$ cat config.mk
export PLATFORM = sky130hd
export DESIGN_NAME = audio_mix_sched_flat
export DESIGN_NICKNAME = d
export VERILOG_FILES = /design/src/rtl/audio_pkg.sv /design/src/rtl/audio_mix_sched_if.sv /design/src/rtl/audio_sat_acc.sv /design/src/rtl/audio_mix_sched.sv /design/src/flat_wrapper.sv
export SDC_FILE = /design/constraint.sdc
export NUM_CORES = 1
export LEC_CHECK = 0
export ABC_AREA = 1
export BUFFER_PORTS_ARGS = -buffer_cell sky130_fd_sc_hd__buf_4
export CORE_MARGIN = 3
export CORE_UTILIZATION = 48
export DETAILED_ROUTE_END_ITERATION = 10
export PLACE_DENSITY = 0.82
export RECOVER_POWER = 25
export REMOVE_ABC_BUFFERS = 1
export SLEW_MARGIN = 10
export SYNTH_ARGS = -nofsm -noshare
export SYNTH_HDL_FRONTEND = slang
export SYNTH_SLANG_ARGS = --single-unit
$ cat constraint.sdc
create_clock -name clk -period 3.9 [get_ports clk]
set_clock_uncertainty 0.2 [all_clocks]
set_input_delay 1.17 -clock clk [delete_from_list [all_inputs] [get_ports clk]]
set_output_delay 1.17 -clock clk [all_outputs]
set_load 0.05 [all_outputs]
$ cat src/rtl/audio_pkg.sv
// Shared audio types and helpers: sample/frame widths, scheduler states and
// the signed saturation used by the mixers.
package audio_pkg;

  localparam int SAMPLE_W = 32;
  localparam int FRAME_W  = 2 * SAMPLE_W;
  // Widest accumulator any mixer may hand to sat_sample (16 voices).
  localparam int SAT_IN_W = SAMPLE_W + 4;

  typedef enum logic [2:0] {
    IDLE = 3'd0,
    SCAN = 3'd1,
    REQ  = 3'd2,
    SAT  = 3'd3,
    WR   = 3'd4
  } state_t;

  localparam logic signed [SAT_IN_W-1:0] SAT_MAX =
    {{(SAT_IN_W - SAMPLE_W + 1){1'b0}}, {(SAMPLE_W - 1){1'b1}}};
  localparam logic signed [SAT_IN_W-1:0] SAT_MIN =
    {{(SAT_IN_W - SAMPLE_W + 1){1'b1}}, {(SAMPLE_W - 1){1'b0}}};

  function automatic logic [SAMPLE_W-1:0] sat_sample(
    input logic signed [SAT_IN_W-1:0] v
  );
    logic [SAMPLE_W-1:0] r;
    if (v > SAT_MAX) begin
      r = SAT_MAX[SAMPLE_W-1:0];
    end else if (v < SAT_MIN) begin
      r = SAT_MIN[SAMPLE_W-1:0];
    end else begin
      r = v[SAMPLE_W-1:0];
    end
    return r;
  endfunction

endpackage

$ cat src/rtl/audio_mix_sched_if.sv
// Voice polling handshake and audio_out FIFO write port of the frame scheduler.
interface audio_mix_sched_if
  import audio_pkg::*;
#(
  parameter int NUM_VOICES = 4
);

  logic [NUM_VOICES-1:0]         voice_req;
  logic [NUM_VOICES-1:0]         voice_ack;
  logic [NUM_VOICES*FRAME_W-1:0] voice_data;
  logic                          wrfull;
  logic                          wrreq;
  logic [FRAME_W-1:0]            sample;

  modport master (
    output voice_req, wrreq, sample,
    input  voice_ack, voice_data, wrfull
  );

  modport slave (
    input  voice_req, wrreq, sample,
    output voice_ack, voice_data, wrfull
  );

endinterface

$ cat src/rtl/audio_sat_acc.sv
// One mixing channel: signed accumulator with clear and add enable, and a
// saturated SAMPLE_W-bit view of the running sum.
module audio_sat_acc
  import audio_pkg::*;
#(
  parameter int ACC_W = SAMPLE_W + 2
)(
  input  logic                clk,
  input  logic                aclr,
  input  logic                clr,
  input  logic                add_en,
  input  logic [SAMPLE_W-1:0] din,
  output logic [SAMPLE_W-1:0] sat_out
);

  logic signed [ACC_W-1:0] acc_r;

  // Running sum; sign-extends each sample before adding.
  always_ff @(posedge clk) begin
    if (aclr) begin
      acc_r <= '0;
    end else if (clr) begin
      acc_r <= '0;
    end else if (add_en) begin
      acc_r <= acc_r + ACC_W'($signed(din));
    end else begin
      acc_r <= acc_r;
    end
  end

  assign sat_out = sat_sample(SAT_IN_W'(acc_r));

endmodule

$ cat src/rtl/audio_mix_sched.sv
// Frame scheduler: polls enabled voices round-robin, mixes them with signed
// saturation and writes one stereo frame per pass into the audio_out FIFO.
module audio_mix_sched
  import audio_pkg::*;
#(
  parameter int NUM_VOICES = 4,
  parameter int TIMEOUT    = 255
)(
  input  logic                  clk,
  input  logic                  aclr,
  audio_mix_sched_if.master     bus,
  input  logic [NUM_VOICES-1:0] voice_en,
  input  logic                  mute,
  input  logic                  err_clr,
  output logic [15:0]           frame_cnt,
  output logic [NUM_VOICES-1:0] voice_err,
  output logic                  busy
);

  localparam int IDX_W = (NUM_VOICES > 1) ? $clog2(NUM_VOICES) : 1;
  localparam int ACC_W = SAMPLE_W + $clog2(NUM_VOICES);
  localparam int TMR_W = (TIMEOUT > 0) ? $clog2(TIMEOUT + 1) : 1;
  localparam logic [IDX_W-1:0] LAST_IDX = IDX_W'(NUM_VOICES - 1);
  localparam logic [TMR_W-1:0] TMR_MAX  = TMR_W'(TIMEOUT);

  state_t                state_r, state_s;
  logic [IDX_W-1:0]      idx_r, idx_s;
  logic [TMR_W-1:0]      timer_r, timer_s;
  logic [NUM_VOICES-1:0] en_q_r, en_q_s;
  logic [NUM_VOICES-1:0] voice_req_r, req_s;
  logic [NUM_VOICES-1:0] voice_err_r, err_set_s;
  logic                  wrreq_r;
  logic [FRAME_W-1:0]    sample_r;
  logic [15:0]           frame_cnt_r;
  logic                  busy_r;

  logic                  acc_clr_s;
  logic                  acc_add_s;
  logic                  wr_fire_s;
  logic                  timeout_s;
  logic                  ack_sel_s;
  logic [FRAME_W-1:0]    data_sel_s;
  logic [SAMPLE_W-1:0]   sat_l_s;
  logic [SAMPLE_W-1:0]   sat_r_s;

  // Only the polled voice's ack and data are ever looked at.
  assign ack_sel_s  = bus.voice_ack[idx_r];
  assign data_sel_s = bus.voice_data[int'(idx_r) * FRAME_W +: FRAME_W];

  audio_sat_acc #(.ACC_W(ACC_W)) u_acc_left (
    .clk     (clk),
    .aclr    (aclr),
    .clr     (acc_clr_s),
    .add_en  (acc_add_s),
    .din     (data_sel_s[FRAME_W-1:SAMPLE_W]),
    .sat_out (sat_l_s)
  );

  audio_sat_acc #(.ACC_W(ACC_W)) u_acc_right (
    .clk     (clk),
    .aclr    (aclr),
    .clr     (acc_clr_s),
    .add_en  (acc_add_s),
    .din     (data_sel_s[SAMPLE_W-1:0]),
    .sat_out (sat_r_s)
  );

  // Next-state and per-cycle controls of the polling FSM.
  always_comb begin
    state_s   = state_r;
    idx_s     = idx_r;
    timer_s   = timer_r;
    en_q_s    = en_q_r;
    acc_clr_s = 1'b0;
    acc_add_s = 1'b0;
    wr_fire_s = 1'b0;
    timeout_s = 1'b0;
    case (state_r)
      IDLE: begin
        if (!bus.wrfull) begin
          en_q_s    = voice_en;
          acc_clr_s = 1'b1;
          idx_s     = '0;
          state_s   = SCAN;
        end else begin
          state_s = IDLE;
        end
      end
      SCAN: begin
        if (en_q_r[idx_r]) begin
          timer_s = '0;
          state_s = REQ;
        end else if (idx_r == LAST_IDX) begin
          state_s = SAT;
        end else begin
          idx_s = idx_r + IDX_W'(1);
        end
      end
      REQ: begin
        if (ack_sel_s || (timer_r == TMR_MAX)) begin
          acc_add_s = ack_sel_s;
          timeout_s = !ack_sel_s;
          if (idx_r == LAST_IDX) begin
            state_s = SAT;
          end else begin
            idx_s   = idx_r + IDX_W'(1);
            state_s = SCAN;
          end
        end else begin
          timer_s = timer_r + TMR_W'(1);
        end
      end
      SAT: begin
        state_s = WR;
      end
      WR: begin
        if (!bus.wrfull) begin
          wr_fire_s = 1'b1;
          state_s   = IDLE;
        end else begin
          state_s = WR;
        end
      end
      default: begin
        state_s = IDLE;
      end
    endcase
  end

  // One-hot decode of next request and of the voice that just timed out.
  always_comb begin
    req_s     = '0;
    err_set_s = '0;
    for (int i = 0; i < NUM_VOICES; i++) begin
      req_s[i]     = (state_s == REQ) && (idx_s == IDX_W'(i));
      err_set_s[i] = timeout_s && (idx_r == IDX_W'(i));
    end
  end

  // State, counters and all registered outputs.
  always_ff @(posedge clk) begin
    if (aclr) begin
      state_r     <= IDLE;
      idx_r       <= '0;
      timer_r     <= '0;
      en_q_r      <= '0;
      voice_req_r <= '0;
      voice_err_r <= '0;
      wrreq_r     <= 1'b0;
      sample_r    <= '0;
      frame_cnt_r <= 16'd0;
      busy_r      <= 1'b0;
    end else begin
      state_r     <= state_s;
      idx_r       <= idx_s;
      timer_r     <= timer_s;
      en_q_r      <= en_q_s;
      voice_req_r <= req_s;
      // A timeout in the same cycle as err_clr still leaves its flag set.
      voice_err_r <= (err_clr ? '0 : voice_err_r) | err_set_s;
      wrreq_r     <= wr_fire_s;
      frame_cnt_r <= frame_cnt_r + 16'(wr_fire_s);
      busy_r      <= (state_s != IDLE);
      if (state_r == SAT) begin
        sample_r <= mute ? '0 : {sat_l_s, sat_r_s};
      end else begin
        sample_r <= sample_r;
      end
    end
  end

  assign bus.voice_req = voice_req_r;
  assign bus.wrreq     = wrreq_r;
  assign bus.sample    = sample_r;
  assign frame_cnt     = frame_cnt_r;
  assign voice_err     = voice_err_r;
  assign busy          = busy_r;

endmodule
$ cat src/flat_wrapper.sv
// flat-port wrapper written by rule: the top's interface ports become plain ports
module audio_mix_sched_flat import audio_pkg::*;
#(
  parameter int NUM_VOICES = 4,
  parameter int TIMEOUT    = 255
)
  (clk, aclr, voice_en, mute, err_clr, frame_cnt, voice_err, busy, bus_voice_req, bus_wrreq, bus_sample, bus_voice_ack, bus_voice_data, bus_wrfull);
  audio_mix_sched_if #(.NUM_VOICES(NUM_VOICES)) bus_i ();
  input  logic clk;
  input  logic aclr;
  input  logic [NUM_VOICES-1:0] voice_en;
  input  logic mute;
  input  logic err_clr;
  output logic [15:0] frame_cnt;
  output logic [NUM_VOICES-1:0] voice_err;
  output logic busy;
  output wire logic [$bits(bus_i.voice_req)-1:0] bus_voice_req;
  output wire logic [$bits(bus_i.wrreq)-1:0] bus_wrreq;
  output wire logic [$bits(bus_i.sample)-1:0] bus_sample;
  input wire logic [$bits(bus_i.voice_ack)-1:0] bus_voice_ack;
  input wire logic [$bits(bus_i.voice_data)-1:0] bus_voice_data;
  input wire logic [$bits(bus_i.wrfull)-1:0] bus_wrfull;
  assign bus_voice_req = bus_i.voice_req;
  assign bus_wrreq = bus_i.wrreq;
  assign bus_sample = bus_i.sample;
  assign bus_i.voice_ack = bus_voice_ack;
  assign bus_i.voice_data = bus_voice_data;
  assign bus_i.wrfull = bus_wrfull;
  audio_mix_sched #(.NUM_VOICES(NUM_VOICES), .TIMEOUT(TIMEOUT)) u_core (.clk(clk), .aclr(aclr), .bus(bus_i), .voice_en(voice_en), .mute(mute), .err_clr(err_clr), .frame_cnt(frame_cnt), .voice_err(voice_err), .busy(busy));
endmodule
==> run metrics <==
clock tree buffer depth 2; main combinational cell family by area after synthesis simple AND/OR/NAND/NOR gates; Max Fclk 0.284 GHz; Tightest Hold Check Type flop to flop; Detail Placement HPWL 32900 um; Final GP Congestion 0.958; DRC viols 0; Die Ht 169 um; share of post-route cells with drive strength above 1 0.175; Post-synth ARST share 0; # port buffers 358; r2r worst-path depth 7; status finished, violations left; Post-synth EDFFs 0; Antenna Cells 0; die width 169 um; largest net degree at the start of global routing 108; multiplexer area fraction after synthesis 0; Worst slew margin -0.262; fin util 0.635; RSZ-0062 raised after global routing false; post-synthesis sequential area ratio 0.276; DP Worst Slack 236 ps; Critical Path Start Type flop; Hold Vio Cnt, Final 0; failing checks max-capacitance violations, max-slew violations; maximum vdd drop 0.298 mV; fin. max-slew vios 36; Seq. cell area 3500 um2; R2R Setup Slk 380 ps; global-route wire length before repair 68400 um; Mapped Area 12700 um2; CTS HTree Levels 4; Leak Pwr 0.00820 uW; post-DR wirelength/cell 15.6 um; crit end category flop; GRT Overall Usage 0.287; Hold Buf Count CTS 0; fillcell total 2421; Iter 0 DRT Violations 1057; final setup fails 0; initial antenna violation count 0; vias in the first global route 14100; final WL 42400 um; max-cap violation count 1; Multi-input gate area 7810 um2; worst r2r src u_core.state_r[1]; hold path start u_core.en_q_r[2]; clock sinks 175; TritonCTS Buffers 17; Post-Synth Adder-Cell Area 0.0712; Avg Vias per Cell 5.38; CTS root buffer clkbuf_16; Reg2Reg Capture Point u_core.bus.sample[7]; ys flop type dfxtp_1; Tmin final 3520 ps; P per Cell Area 301 nW/um2; Nets 2721; WS Path Type flop to flop; yosys warns 0; total iterations of the first detailed-routing run 5; IO Count 359; Period Utilization, post-route 0.902; crit-path max FO 35; Slew @ Worst Pin 1890 ps; Final WS setup 381 ps; Routed Antenna Nets 0; worst hold slack 258 ps; worst hold path depth 2; clk_lat worst skew 440 ps; Initial Utilization 0.497; Hold EP u_core.en_q_r[2]; Core Area 25500 um2; xor-xnor portion of the synthesized cell area 0.0262; Req. time, crit path 4050 ps; simple-gate share of the synthesized area 0.311; compound-gate portion of the synthesized area 0.207; post-synthesis average cell area 6.15 um2; DIE AREA 28400 um2; post-synth cell types 43; TritonCTS clock tree yes; Placed Cells 2692; area delta synth->final 27.8%; vias 14700; Data arrival, critical path 3660 ps; Syn Inst Count 2062; grt ovf 0; num rows 58; post-CTS setup buffers 0; register bit count reported by yosys 175; post-cts resize count 0; Non-Filler Instances 2724; Clk pin slew, worst setup/hold paths 90 ps
[report_power, final]
part           total [uW]  internal, uW  switching (uW)
clock network        1850           902             952
registers            1820          1810            16.9
logic                1200           484             721
total                4880          3190            1690
[kinds of logic after synthesis]
kind of cell / after synthesis
adder cells (fa/ha/maj): 71
AO/OA/AOI/OAI: 458
flip-flops: 175
XOR/XNOR: 38
AND/OR/NAND/NOR: 971
buffers and inverters: 349
[stage by stage]
step	power [uW]	area, um2	TNS [ps]
global placement	3040	15600	0
detailed placement	3060	15600	0
floorplan	2570	12300	-26840
finish	4880	16200	0
CTS	4900	16300	0
global route	5110	16200	0
[metal layers]
metal  routed length, um  part of all wire  global-route usage  up-vias
met2               20500              0.48               0.501      463
met3                2440             0.057              0.0399       73
met5                   0                 0                   0        -
met1               18500              0.44               0.365     6739
met4                 983             0.023              0.0939        0
li1                    -                 -                   -     7391
[cells in the final DEF, fill, tap and decap left out, types with 3 or more instances in the layout]
master,instances
a21oi_1,178
a22oi_1,102
a31oi_1,5
buf_12,3
buf_4,362
clkbuf_1,12
clkbuf_16,17
clkinv_8,5
dfxtp_1,175
ha_1,69
inv_1,265
inv_12,5
inv_2,4
inv_6,4
nand2_1,562
nand2_2,3
nand3_1,120
nand4_1,21
nor2_1,229
nor3_1,24
o211ai_2,3
o21ai_0,153
o21bai_1,6
xnor2_1,9
xor2_1,29
[worst max path at each step]
stage / startpoint / endpoint / slack [ps] / depth (start not counted)
after global routing: u_core.state_r[0] / u_core.bus.sample[16] / 70 / 7
after global placement: bus_voice_data[1] / u_core.u_acc_right.acc_r[33] / 260 / 17
after CTS: u_core.idx_r[0] / u_core.u_acc_right.acc_r[26] / 460 / 19
after floorplan: u_core.idx_r[1] / u_core.u_acc_right.acc_r[22] / -770 / 18
final: u_core.state_r[1] / u_core.bus.sample[7] / 380 / 7
after detailed placement: bus_voice_data[1] / u_core.u_acc_right.acc_r[33] / 240 / 17
[worst max-delay path, cell delays in order (launching register included)]
cell,delay [ps]
dfxtp_1,330
inv_1,120
nor3_1,100
inv_1,230
clkbuf_1,1400
clkbuf_2,750
nand2_1,100
a21oi_1,180
[sequential cells by signal, summed over array words and instances, names as in the netlist]
register                  flops
u_core.timer_r                8
u_core.idx_r                  2
u_core.bus.sample            64
u_core.bus.wrreq              1
u_core.bus.voice_req          4
u_core.frame_cnt             16
u_core.en_q_r                 4
u_core.u_acc_left.acc_r      34
u_core.state_r                3
u_core.u_acc_right.acc_r     34
u_core.busy                   1
u_core.voice_err              4
[cell type report]
type | count | area share
Timing Repair Buffer | 379 | 0.175
Tap cell | 330 | 0.0255
Sequential cell | 175 | 0.216
Clock buffer | 17 | 0.0262
Multi-Input combinational cell | 1538 | 0.482
Inverter | 270 | 0.0628
Clock inverter | 15 | 0.0130
[synth_stat cells, drive strengths merged (5+ instances only)]
master	n	area, um2
a21oi	180	905
a22oi	102	766
a31oi	5	31.3
buf	31	181
clkbuf	48	180
dfxtp	175	3500
ha	69	863
inv	270	1020
nand2	565	2130
nand3	123	638
nand4	21	131
nor2	231	870
nor3	25	135
o21ai	153	766
o21bai	6	45.0
xnor2	9	78.8
xor2	29	254
Note: power is estimated with default switching activity, not from simulation.
